[src/rtl/modexp_iter.sv]
// modexp_iter -- iterative modular exponentiator, result = base^exponent mod modulus.
//
// Left-to-right square-and-multiply. Every modular multiply is a bit-serial
// interleaved shift/add/subtract multiplier that consumes one multiplier bit per
// clock, so no wide multiplier and no division are needed. All exponent bits are
// scanned (leading zeros included), so latency depends only on the popcount of
// the exponent:
//   WIDTH*(1 + EXP_WIDTH + popcount(exponent)) + 1 cycles from the start-sampling
//   edge to the edge that registers done (1 cycle when modulus < 2).
//
// Parameters:
//   WIDTH      bit width of base, modulus and result
//   EXP_WIDTH  bit width of exponent
// Ports:
//   clk        clock, rising edge
//   rst        asynchronous active-high reset
//   start      request pulse, sampled only while idle
//   base       base (any value; reduced mod modulus internally)
//   exponent   exponent (0 allowed)
//   modulus    modulus (>= 2 for a valid result)
//   busy       high from the cycle after acceptance until done
//   done       one-cycle pulse when result is valid
//   err        set with done when modulus < 2, cleared at the next accepted start
//   result     last result, held until the next accepted start
//   cycle_cnt  (only with MODEXP_CYCLE_CNT_EN defined) busy-cycle counter
//
// Optional feature: define MODEXP_CYCLE_CNT_EN to add the 32-bit cycle_cnt port.
module modexp_iter #(
  parameter int WIDTH     = 100,
  parameter int EXP_WIDTH = WIDTH + 1
) (
  input  logic                 clk,
  input  logic                 rst,
  input  logic                 start,
  input  logic [WIDTH-1:0]     base,
  input  logic [EXP_WIDTH-1:0] exponent,
  input  logic [WIDTH-1:0]     modulus,
  output logic                 busy,
  output logic                 done,
  output logic                 err,
  output logic [WIDTH-1:0]     result
`ifdef MODEXP_CYCLE_CNT_EN
  ,
  output logic [31:0]          cycle_cnt
`endif
);

  localparam int JW = (WIDTH > 1) ? $clog2(WIDTH) : 1;
  localparam int IW = (EXP_WIDTH > 1) ? $clog2(EXP_WIDTH) : 1;
  localparam logic [JW-1:0] J_LAST = JW'(WIDTH - 1);
  localparam logic [IW-1:0] I_TOP  = IW'(EXP_WIDTH - 1);

  typedef enum logic [2:0] {
    S_IDLE,
    S_PRE,
    S_SQR,
    S_MUL,
    S_DONE
  } state_t;

  state_t               state_reg;
  logic [WIDTH-1:0]     base_reg;
  logic [WIDTH-1:0]     mod_reg;
  logic [EXP_WIDTH-1:0] exp_reg;
  logic [WIDTH-1:0]     acc_reg;   // running power
  logic [WIDTH-1:0]     bred_reg;  // base reduced mod modulus
  logic [WIDTH-1:0]     p_reg;     // partial product, always < modulus
  logic [JW-1:0]        j_reg;     // multiplier bit index within one multiply
  logic [IW-1:0]        i_reg;     // exponent bit index

  // One step of the interleaved multiplier. Intermediates are one bit wider
  // than the operands so 2p and p+b cannot overflow, even for modulus 2^WIDTH-1.
  logic [WIDTH-1:0] mm_a;
  logic [WIDTH-1:0] mm_b;
  logic [WIDTH:0]   m_ext;
  logic [WIDTH:0]   p_dbl;
  logic [WIDTH:0]   p_dbl_red;
  logic [WIDTH:0]   p_add;
  logic [WIDTH-1:0] p_next;

  always_comb begin
    mm_a = acc_reg;
    mm_b = acc_reg;
    case (state_reg)
      S_PRE: begin
        // MM(base, 1) is simply base mod m; base itself may exceed m.
        mm_a = base_reg;
        mm_b = WIDTH'(1);
      end
      S_MUL:   mm_b = bred_reg;
      default: ;
    endcase
    m_ext     = {1'b0, mod_reg};
    p_dbl     = {p_reg, 1'b0};
    p_dbl_red = (p_dbl >= m_ext) ? (p_dbl - m_ext) : p_dbl;
    p_add     = mm_a[j_reg] ? (p_dbl_red + {1'b0, mm_b}) : p_dbl_red;
    p_next    = (p_add >= m_ext) ? WIDTH'(p_add - m_ext) : p_add[WIDTH-1:0];
  end

  always_ff @(posedge clk or posedge rst) begin
    if (rst) begin
      state_reg <= S_IDLE;
      base_reg  <= '0;
      mod_reg   <= '0;
      exp_reg   <= '0;
      acc_reg   <= '0;
      bred_reg  <= '0;
      p_reg     <= '0;
      j_reg     <= '0;
      i_reg     <= '0;
      busy      <= 1'b0;
      done      <= 1'b0;
      err       <= 1'b0;
      result    <= '0;
`ifdef MODEXP_CYCLE_CNT_EN
      cycle_cnt <= '0;
`endif
    end else begin
      done <= 1'b0;
      case (state_reg)
        S_IDLE: begin
          if (start) begin
            base_reg <= base;
            exp_reg  <= exponent;
            mod_reg  <= modulus;
            err      <= 1'b0;
            busy     <= 1'b1;
            p_reg    <= '0;
            j_reg    <= J_LAST;
            i_reg    <= I_TOP;
`ifdef MODEXP_CYCLE_CNT_EN
            cycle_cnt <= '0;
`endif
            if (modulus < WIDTH'(2)) begin
              acc_reg   <= '0;
              state_reg <= S_DONE;
            end else begin
              acc_reg   <= WIDTH'(1);
              state_reg <= S_PRE;
            end
          end
        end

        S_PRE, S_SQR, S_MUL: begin
`ifdef MODEXP_CYCLE_CNT_EN
          cycle_cnt <= cycle_cnt + 32'd1;
`endif
          p_reg <= p_next;
          j_reg <= j_reg - JW'(1);
          if (j_reg == '0) begin
            // Multiply finished: restart the multiplier and route its product.
            p_reg <= '0;
            j_reg <= J_LAST;
            if (state_reg == S_PRE) begin
              bred_reg  <= p_next;
              state_reg <= S_SQR;
            end else begin
              acc_reg <= p_next;
              if (state_reg == S_SQR && exp_reg[i_reg]) begin
                state_reg <= S_MUL;
              end else if (i_reg == '0) begin
                state_reg <= S_DONE;
              end else begin
                i_reg     <= i_reg - IW'(1);
                state_reg <= S_SQR;
              end
            end
          end
        end

        S_DONE: begin
          // A start seen in this cycle is deliberately not sampled.
          result    <= acc_reg;
          err       <= (mod_reg < WIDTH'(2));
          done      <= 1'b1;
          busy      <= 1'b0;
          state_reg <= S_IDLE;
        end

        default: state_reg <= S_IDLE;
      endcase
    end
  end

endmodule

[config.mk]
export PLATFORM = sky130hd
export DESIGN_NAME = modexp_iter
export DESIGN_NICKNAME = d
export VERILOG_FILES = /design/src/rtl/modexp_iter.sv
export SDC_FILE = /design/constraint.sdc
export NUM_CORES = 2
export LEC_CHECK = 0
export CAP_MARGIN = 20
export CORE_UTILIZATION = 45
export CTS_CLUSTER_DIAMETER = 60
export DETAILED_ROUTE_END_ITERATION = 10
export PLACE_DENSITY_LB_ADDON = 0.25
export SLEW_MARGIN = 0
export SYNTH_ARGS = -nofsm -noshare
export SYNTH_HDL_FRONTEND = slang
export SYNTH_SLANG_ARGS = --single-unit
export TNS_END_PERCENT = 30
[constraint.sdc]
create_clock -name clk -period 65.1 [get_ports clk]
set_input_delay 9.765 -clock clk [delete_from_list [all_inputs] [get_ports clk]]
set_output_delay 9.765 -clock clk [all_outputs]
set_load 0.1 [all_outputs]
==> out/results.ini <==
[clock_network]
cts.sinks = 721
cts-root-buf = clkbuf_16
cts_max_level = 3
cts.repair.resized = 0
post_cts_buffers = 0
clkTransAtPathRegs_ps = 60
cts_max_path_buffers = 3
cts_made_buffers = 98
hold_buffers = 0
insertion_delay_ps = 720
cts_tree = built

[sta]
max_clock_freq_ghz = 0.0719
timing.slew.headroom_pct = 13.5
hold_violations = 0
period_minus_slack_ps = 13900
holdWs_ps = 468
worstMarginPinSlew_ps = 1290
setup_viol = 0
tns_ps = 0
finClkSkew_ps = 48.2
fin_crit_sh_pct = 21.4
rsz0062_at_grt = false
slew_viol_final = 0

[cells_and_area]
fin_util_pct = 52.8
multi_input_area_mm2 = 0.0326
ff_latch_area_mm2 = 0.0180
fin_nets = 7432
largest_reg_flops = 101
syn_to_final_growth_pct = 16.1
drive_above_1_share_pct = 7.52
nFillCells = 11148

[drt]
vias_per_cell = 6.15
drtPass1Iterations = 8
drc = 0
vias = 51838
drtAntennaViolNets = 0
routed_wl_um = 219000
drtIter0Drc = 5393
avgRoutedWirePerCell_um = 26.0

[floorplan]
start_util_pct = 45.5
die_h_um = 345
die_w_um = 345
core_mm2 = 0.116
dieArea_mm2 = 0.119
row_count = 125
ioPinCount = 407

[global_route]
grt-busiest-layer = met2
grt-ovfl-total = 0
antenna_found_initial = 13
grt.total_usage_pct = 36.2
grtUsageMet2_pct = 53.3
use_met1_pct = 50.4
grt_pass1_wl_um = 319000
grtUsageMet3_pct = 8.66
grt_pass1_vias = 48858
grt_max_degree = 204

[placed_design]
dpl.hpwl_um = 172000
portBuffers = 406
place.gp.congestion = 1.06

[synth]
synth_edf_count = 0
yosysSeqAreaShare_pct = 34.1
synthTopCellsByCount = nand2_1 (1786), dfrtp_1 (721), o21ai_0 (645)
synth.avg_cell_area_um2 = 7.99
postSynthCellCount = 6625
synthTopCellsByArea = dfrtp_1 (34%), nand2_1 (13%), ha_1 (7.2%)
synth_cell_types = 92
yosys.area.top_type = dfrtp_1
async_reset_ff_share_pct = 100
synth_warnings = 0
syn_area_mm2 = 0.0529
synth_top_area_share_pct = 34.1
synth-seq-cells = 721
synthFlopType = dfrtp_1
syn_nets = 7235
yosysMostFrequentCell = nand2_1

[worst_setup_path]
endpoint_kind = register
path_max_fanout = 46
critPathRequiredTime_ps = 65630
arrival_ps = 14430
cp_common_cell = buf_4
worstSetupPathType = reg2reg
slowest_stage = buf_4
worst_setup_path_start_kind = register
cpPeakStageDelay_ps = 890

[outcome]
status = complete, no violations

[pwr]
p_leak_uw = 0.0290
power_density_mw_per_mm2 = 62.5
vdd_drop_max_mv = 0.0336

[worst_hold_path]
min_path_type = reg2reg

[run]
drv_cap = 0

==> logic make-up (layout without fill, tap and decap cells) <==
family | count (synthesis) | count (layout) | share of synthesized area (%)
AOI/OAI and AO/OA | 1825 | 1825 | 21.1
xor gates and xnor gates | 284 | 284 | 4.70
adders and majority gates | 306 | 306 | 7.28
buffers and inverters | 601 | 880 | 4.46
DFF | 721 | 721 | 34.1
muxes | 265 | 265 | 7.48
other | 0 | 4 | 0
and+or+nand+nor | 2623 | 2623 | 20.9
==> path summary, 6_finish.rpt <==
kind / from / to / slack [ps] / depth (start not counted)
max: mod_reg[6]$_DFFE_PP0P_ / bred_reg[84]$_DFFE_PP0P_ / 51200 / 44
min: exp_reg[18]$_DFFE_PP0P_ / exp_reg[18]$_DFFE_PP0P_ / 470 / 2
min reg2reg: exp_reg[18]$_DFFE_PP0P_ / exp_reg[18]$_DFFE_PP0P_ / 470 / 2
max in group asynchronous: rst / acc_reg[29]$_DFFE_PP0P_ / 52390 / 5
max reg2reg: mod_reg[6]$_DFFE_PP0P_ / bred_reg[84]$_DFFE_PP0P_ / 51200 / 44
min in group asynchronous: rst / result[70]$_DFFE_PP0P_ / 9570 / 2
==> final cells by class <==
| class | instances | share of cell area, % |
|---|---|---|
| Inverter | 210 | 1.30 |
| Sequential cell | 721 | 29.4 |
| Timing Repair Buffer | 488 | 7.64 |
| Antenna cell | 4 | 0.0163 |
| Clock inverter | 54 | 0.963 |
| Tap cell | 1524 | 3.10 |
| Multi-Input combinational cell | 5303 | 53.1 |
| Clock buffer | 128 | 4.50 |
==> per-stage QoR <==
step	power, uW	std cells	cell area (um^2)	setup WS (ps)
floorplan	2360	6625	52900	35110
global placement	3190	8239	58000	51300
detailed placement	3190	8243	58100	51210
CTS	3760	8425	61400	51620
global route	4040	8428	61400	50700
finish	3840	8432	61500	51200
==> routing by layer <==
metal  up-vias  routed length (um)  part of all wire [%]
li1      23634                   -                     -
met1     25210               93200                    42
met2      2520               92700                    42
met3       460               22700                    10
met4        14               10800                   4.9
met5         -                  80                 0.036
==> cells in the final DEF (no fill, tap or decap), drive strengths merged, types with 74 or more instances in the layout <==
cell           count
o21bai            77
clkbuf           130
xnor2            178
buf               80
dfrtp            721
nand4             96
nor2             322
mux2i             74
inv              228
xor2             106
o21ai            662
a21o             196
mux2             102
clkdlybuf4s50    406
nand2           1786
nor4              76
ha               303
nor3              85
mux4              89
a21oi            487
nand3             74
==> power by group <==
group | total (uW) | switching, uW | internal, uW
Combinational | 2590 | 1710 | 882
Clock | 556 | 237 | 318
Sequential | 698 | 135 | 564
Total | 3840 | 2080 | 1760
==> worst max-delay path: cells and delay by family (launching register included) <==
kind | cells | cell delay, ps
AO/OA/AOI/OAI | 20 | 6130
multiplexers | 3 | 1370
buffers and inverters | 8 | 2790
flip-flops | 1 | 340
XOR/XNOR | 1 | 90
AND/OR/NAND/NOR | 9 | 1770
adder cells (fa/ha/maj) | 3 | 1130
(Power assumes the default switching activity.)
